**src/rtl/pipe_ctrl.sv**
```systemverilog
// Pipeline hazard controller: load-use, branch mispredict, RET hold, halt.
// Outputs are combinational from state and current stage inputs.
module pipe_ctrl #(
  parameter logic [7:0] RNONE     = 8'h0F,
  parameter int         RET_DEPTH = 3
) (
  input  logic        clk,
  input  logic        rst,
  input  logic [7:0]  d_icode,
  input  logic [7:0]  d_srcA,
  input  logic [7:0]  d_srcB,
  input  logic [7:0]  e_icode,
  input  logic [7:0]  e_dstM,
  input  logic        e_cnd,
  input  logic [7:0]  w_icode,
  output logic        f_stall,
  output logic        d_stall,
  output logic        w_stall,
  output logic        d_bubble,
  output logic        e_bubble,
  output logic        m_bubble,
  output logic        halted,
  output logic [15:0] stall_cnt
);

  localparam logic [7:0] I_HALT   = 8'h00;
  localparam logic [7:0] I_MRMOVL = 8'h05;
  localparam logic [7:0] I_JXX    = 8'h07;
  localparam logic [7:0] I_RET    = 8'h09;
  localparam logic [7:0] I_POPL   = 8'h0B;
  localparam logic [1:0] RET_LAST = 2'(RET_DEPTH - 1);

  typedef enum logic {RUN, HALTED} st_t;

  st_t         st_q, st_d;
  logic [1:0]  ret_cnt_q, ret_cnt_d;
  logic [15:0] stall_cnt_q, stall_cnt_d;

  logic mispredict, load_use, ret_hold;

  always_comb begin
    mispredict = (e_icode == I_JXX) && !e_cnd;
    load_use   = ((e_icode == I_MRMOVL) || (e_icode == I_POPL))
               && (e_dstM != RNONE)
               && ((e_dstM == d_srcA) || (e_dstM == d_srcB));
    ret_hold   = (ret_cnt_q != 2'd0) || (d_icode == I_RET);
  end

  always_comb begin
    f_stall     = 1'b0;
    d_stall     = 1'b0;
    w_stall     = 1'b0;
    d_bubble    = 1'b0;
    e_bubble    = 1'b0;
    m_bubble    = 1'b0;
    halted      = 1'b0;
    st_d        = st_q;
    ret_cnt_d   = ret_cnt_q;
    stall_cnt_d = stall_cnt_q;
    unique case (st_q)
      RUN: begin
        if (mispredict) begin
          d_bubble = 1'b1;
          e_bubble = 1'b1;
          // a RET already past Decode keeps draining
          if (ret_cnt_q != 2'd0) ret_cnt_d = ret_cnt_q - 2'd1;
        end else if (load_use) begin
          f_stall  = 1'b1;
          d_stall  = 1'b1;
          e_bubble = 1'b1;
        end else if (ret_hold) begin
          f_stall  = 1'b1;
          d_bubble = 1'b1;
          ret_cnt_d = (ret_cnt_q == 2'd0) ? RET_LAST
                                          : ret_cnt_q - 2'd1;
        end
        if (w_icode == I_HALT) st_d = HALTED;
        if (f_stall && (stall_cnt_q != 16'hFFFF))
          stall_cnt_d = stall_cnt_q + 16'd1;
      end
      HALTED: begin
        f_stall  = 1'b1;
        d_stall  = 1'b1;
        w_stall  = 1'b1;
        e_bubble = 1'b1;
        m_bubble = 1'b1;
        halted   = 1'b1;
      end
      default: st_d = RUN;
    endcase
  end

  always_ff @(posedge clk or negedge rst) begin
    if (!rst) begin
      st_q        <= RUN;
      ret_cnt_q   <= 2'd0;
      stall_cnt_q <= 16'd0;
    end else begin
      st_q        <= st_d;
      ret_cnt_q   <= ret_cnt_d;
      stall_cnt_q <= stall_cnt_d;
    end
  end

  assign stall_cnt = stall_cnt_q;

endmodule
```
**config.mk**
```make
export PLATFORM = sky130hd
export DESIGN_NAME = pipe_ctrl
export DESIGN_NICKNAME = d
export VERILOG_FILES = /design/src/rtl/pipe_ctrl.sv
export SDC_FILE = /design/constraint.sdc
export NUM_CORES = 1
export LEC_CHECK = 0
export BUFFER_PORTS_ARGS = -buffer_cell sky130_fd_sc_hd__buf_2
export CORE_UTILIZATION = 47
export CTS_BUF_LIST = sky130_fd_sc_hd__clkbuf_16
export CTS_CLUSTER_SIZE = 24
export DETAILED_ROUTE_END_ITERATION = 10
export PLACE_DENSITY = 0.85
export SYNTH_ARGS = -nofsm -noshare
export SYNTH_HDL_FRONTEND = slang
export SYNTH_SLANG_ARGS = --single-unit
```
**constraint.sdc**
```tcl
create_clock -name clk -period 5.2 [get_ports clk]
set_input_delay 0.52 -clock clk [delete_from_list [all_inputs] [get_ports clk]]
set_output_delay 0.52 -clock clk [all_outputs]
set_load 0.01 [all_outputs]
```
**Yosys cells after proc, flatten, opt, wreduce, memory -nomap -nowiden**

Cells that the tools add are included.

- Add/subtract/negate cells: 2
- $mul: 0
- Div/mod/pow operators: 0
- $lt $le $gt $ge: 0
- Eq/ne operators: 10
- Shift operators: 0
- Muxes and demuxes: 21
- Bitwise logic cells: 1
- Reductions and logical operators: 14

Operators with widths:

| kind | number |
|---|---|
| $add 16x1->16 const B | 1 |
| $eq 8x3->1 const B | 2 |
| $eq 8x4->1 const B | 2 |
| $eq 8x8->1 | 2 |
| $ne 16x16->1 const B | 1 |
| $mux 1 | 13 |
| $mux 2 | 5 |
| $logic_not 8->1 | 1 |
| $ne 8x4->1 const B | 1 |
| $pmux 1 s2 | 3 |
| $logic_and 1x1->1 | 4 |
| $reduce_and 4->1 | 1 |
| $reduce_bool 2->1 | 2 |
| $logic_or 1x1->1 | 3 |
| $logic_not 2->1 | 1 |
| $ne 2x1->1 const B | 1 |
| $ne 2x2->1 const B | 1 |
| $reduce_and 2->1 | 1 |
| $sub 2x1->2 const B | 1 |
| $logic_not 1->1 | 1 |
| $not 1->1 | 1 |

- Register bits after elaboration: 19
- Bits in latches: 0
- Bits in writable memories: 0
- Bits in read-only memories: 0
- Input bits: 51
- Output and inout port bits: 23
- Logic and storage cells: 51
- Memories: 0

**Logic depth before layout (Yosys ltp)**

- Word-level depth: 9
- Mapped depth: 9
- Mapped depth without buffers: 8

**Least setup slack after synthesis**

OpenSTA, ideal clock, no wires.

- Kind: input port to output port
- Start: input e_icode[5]
- End: output f_stall
- Arrival: 1.633 ns
- Data required time: 4.680 ns
- Slack: 3.047 ns
- Stages on the path: 6
- Path buffers: 0
- Cell sequence: nor4_2 > nand2_1 > nand4bb_1 > inv_1 > a21oi_1 > or2_2

- Word-level cells in the longest chain between the ends: 8

Ends and longest elaborated chain:

| element | line | text |
|---|---|---|
| start, declared | 12 | `input logic [7:0] e_icode,` |
| $eq 8x3->1 / $eq 8x4->1 (equally long branches) | 43 | `load_use = ((e_icode == I_MRMOVL) \|\| (e_icode == I_POPL))` |
| $logic_or 1x1->1 | 43 |  |
| $logic_and 1x1->1 | 44 | `&& (e_dstM != RNONE)` |
| $logic_and 1x1->1 | 45 | `&& ((e_dstM == d_srcA) \|\| (e_dstM == d_srcB));` |
| $mux 1 | 67 | `end else if (load_use) begin` |
| $mux 1 * | 62 | `if (mispredict) begin` |
| $mux 1 * | 60 | `unique case (st_q)` |
| $pmux 1 s2 * | 60 |  |
| end, declared | 16 | `output logic f_stall,` |

Mark *: on every way between the ends. The rest lies on a longest branch, timed or not. The select of a mux whose other input is x is not followed.

**Final worst setup path**

Same ends and word-level chain as after synthesis.

==> results_dict.tcl <==
set metrics [dict create \
    viasPerCell 5.197 \
    grt_max_degree 20 \
    synth_cells 126 \
    portBuffers 73 \
    grt_usage 0.2246 \
    dr_total_vias 1190 \
    cts.sinks 19 \
    cts_buffers 3 \
    outcome "finished, final reports clean" \
    switchingPower_uw 230.1 \
    internal_power_uw 416.6 \
    power_frac_seq 0.354 \
    fin_crit_sh 0.4845 \
    holdCritPathClass "input pin to async pin" \
    wire_per_inst_um 12.28 \
    ir_worst_vdd_uv 313.0 \
    syn-num-nets 180 \
    finalHoldViolCount 0 \
    cts_tree "done" \
    clk_pin_slew_ns 0.05 \
    maxUsedRoutingLayer "met4" \
    die_w_um 53.91 \
    diodes 0 \
    cts_resized 0 \
    worstPathArrival_ns 2.00 \
    fin_tns_setup_ns 0 \
    grt_pass1_wl_um 4643 \
    crit_required_ns 4.68 \
    postCtsSetupRepairBufs 0 \
    critPathLaunch "e_icode[5]" \
    yosysWarningCount 0 \
    cap_violations 0 \
    fin_skew_ns 0.004005 \
    relSlewSlack 0.6302 \
    period_needed_ns 2.519 \
    rows 18 \
    drc 0 \
    report.final.slew_viol_count 0 \
    postSynthAreaPerCell_um2 10.05 \
    worst_pin_slew_ns 0.5529 \
    ys_seq_area_frac 0.3755 \
    route.met2.wl_um 1510 \
    grt-ovfl-total 0 \
    antenna_found_initial 0 \
    pwr-share-comb 0.405 \
    clock-root-buffer "clkbuf_16" \
    sw_frac_of_total 0.3558 \
    start_util 0.5020 \
    final_nets 254 \
    synth.distinct_cells 37 \
    first_global_vias 1185 \
    core_um2 2522 \
    total_power_uw 646.8 \
    reg2reg_from "stall_cnt[0]" \
    startpoint_type "input pin" \
    dr.pass1.iters 4 \
    p_clk_frac 0.241 \
    clk_latency_ns 0.25 \
    layout-drive-gt1-share 0.4271 \
    wl_um 2811 \
    drt_iter0_drc 13 \
    setup_viol 0 \
    fmax_mhz 396.9 \
    ff2ff_setup_slack_ns 2.88 \
    syn2layout_area_growth_pct 35.77 \
    crit_type "input pin to primary output" \
    place.gp.congestion 0.7760 \
    crit_path_max_fanout 5 \
    die_y_um 53.91 \
    pre_cts_slack_ns 2.601 \
    dr_wl_met3_um 157 \
    rsz0062_at_grt "no" \
    clk_path_buf_depth 2 \
    fin_ws_ns 2.681 \
    worstSetupEndpointType "primary output" \
    ant_nets 0 \
    ctsHoldBuffers 0 \
    ys_ff_latch 19 \
    dieArea_um2 2906 \
    dp_hpwl_um 2320 \
    power_density_nw_per_um2 376.2 \
    boundaryPins 74 \
    netlist_area_um2 1266 \
    cellLeakagePower_uw 0.0008616 \
    nFillCells 202 \
    wl_met1_um 1067 \
    cts_max_level 1 \
]
[synthesized netlist by cell type]
library cell,number,area [um2]
a211oi_4,1,20.02
a21boi_0,1,7.510
a21o_1,2,15.01
a21oi_1,3,15.01
a21oi_2,1,8.760
and2_1,1,6.260
and2b_1,1,7.510
and3_1,5,31.28
and4_1,1,8.760
buf_4,2,15.01
buf_6,1,11.26
clkbuf_1,1,3.750
dfrtp_1,19,475.5
ha_1,3,37.54
inv_1,5,18.77
mux2_1,1,11.26
mux2i_1,1,10.01
nand2_1,9,33.78
nand2b_1,1,6.260
nand3_1,4,20.02
nand4_1,11,68.82
nand4bb_1,1,11.26
nor2_1,2,7.510
nor2b_1,2,12.51
nor3_1,2,10.01
nor3b_2,1,12.51
nor4_1,4,25.02
nor4_2,1,12.51
nor4bb_1,1,10.01
o2111ai_2,1,15.01
o21ai_0,1,5.000
o22ai_2,1,12.51
o2bb2ai_1,1,8.760
or2_2,2,12.51
or2b_1,1,7.510
xnor2_1,29,254.0
xor2_1,2,17.52
[path summary, 6_finish.rpt]
kind / endpoint / depth (start not counted)
worst max-delay path: f_stall / 8
worst min-delay path: stall_cnt[2] / 1
worst max register to register: stall_cnt[1] / 8
worst min register to register: stall_cnt[13] / 1
max in group asynchronous: stall_cnt[11] / 1
min in group clk: stall_cnt[13] / 1
[cell families after synthesis]
logic type / synth area share
adders and majority gates: 0.02965
muxes: 0.01680
and+or+nand+nor: 0.2401
xor gates and xnor gates: 0.2144
AOI/OAI and AO/OA: 0.08497
DFF: 0.3755
buffers and inverters: 0.03853
[sequential cells by signal, indices dropped and copies added, names as in the netlist]
signal,cells
ret_cnt_q,2
st_q,1
stall_cnt,16
[power by group through the flow]
stage	Clock (uW)	Combinational (uW)	Sequential (uW)
after floorplan	0	169	236
after global placement	0	249	228
after detailed placement	0	262	231
after CTS	159	266	229
after global routing	168	295	236
final	156	262	229
[area by class of cell]
| class | instances | area [um2] | area share |
|---|---|---|---|
| Timing Repair Buffer | 73 | 365.4 | 0.2125 |
| Clock inverter | 1 | 5.005 | 0.002911 |
| Multi-Input combinational cell | 98 | 742.0 | 0.4316 |
| Inverter | 5 | 18.77 | 0.01092 |
| Tap cell | 30 | 37.54 | 0.02183 |
| Sequential cell | 19 | 475.5 | 0.2766 |
| Clock buffer | 3 | 75.07 | 0.04367 |
[placed cells by master, fill, tap and decap left out, drive strengths merged, types with 2 or more instances in the layout]
master and n:
buf 73, xnor2 29, dfrtp 19, nand4 11
nand2 9, inv 5, and3 5, nor4 5
nand3 4, a21oi 4, ha 3, clkbuf 3
nor2b 2, or2 2, a21o 2, nor2 2
nor3 2, xor2 2
[stage by stage]
step             util  std cells  cell area [um2]  hold WS, ns
3_5_place_dp   0.6498        225             1639       0.4746
3_3_place_gp   0.6498        225             1639       0.4640
5_1_grt        0.6815        229             1719       0.2316
4_1_cts        0.6815        229             1719       0.2076
6_report       0.6815        229             1719       0.1948
2_1_floorplan       -        126             1266       0.2244
[metal layers]
metal | GRT usage | vias to the layer above
li1 | - | 587
met1 | 0.2086 | 552
met2 | 0.4383 | 41
met3 | 0.07627 | 10
met4 | 0.08772 | 0
met5 | 0 | -
[worst max-delay path, cell delays in order]
cell,delay (ns)
buf_2,0.10
nor4_2,0.27
nand2_1,0.11
nand4bb_1,0.31
inv_1,0.20
a21oi_1,0.06
or2_2,0.29
buf_2,0.14
Note: power is estimated with default switching activity, not from simulation.
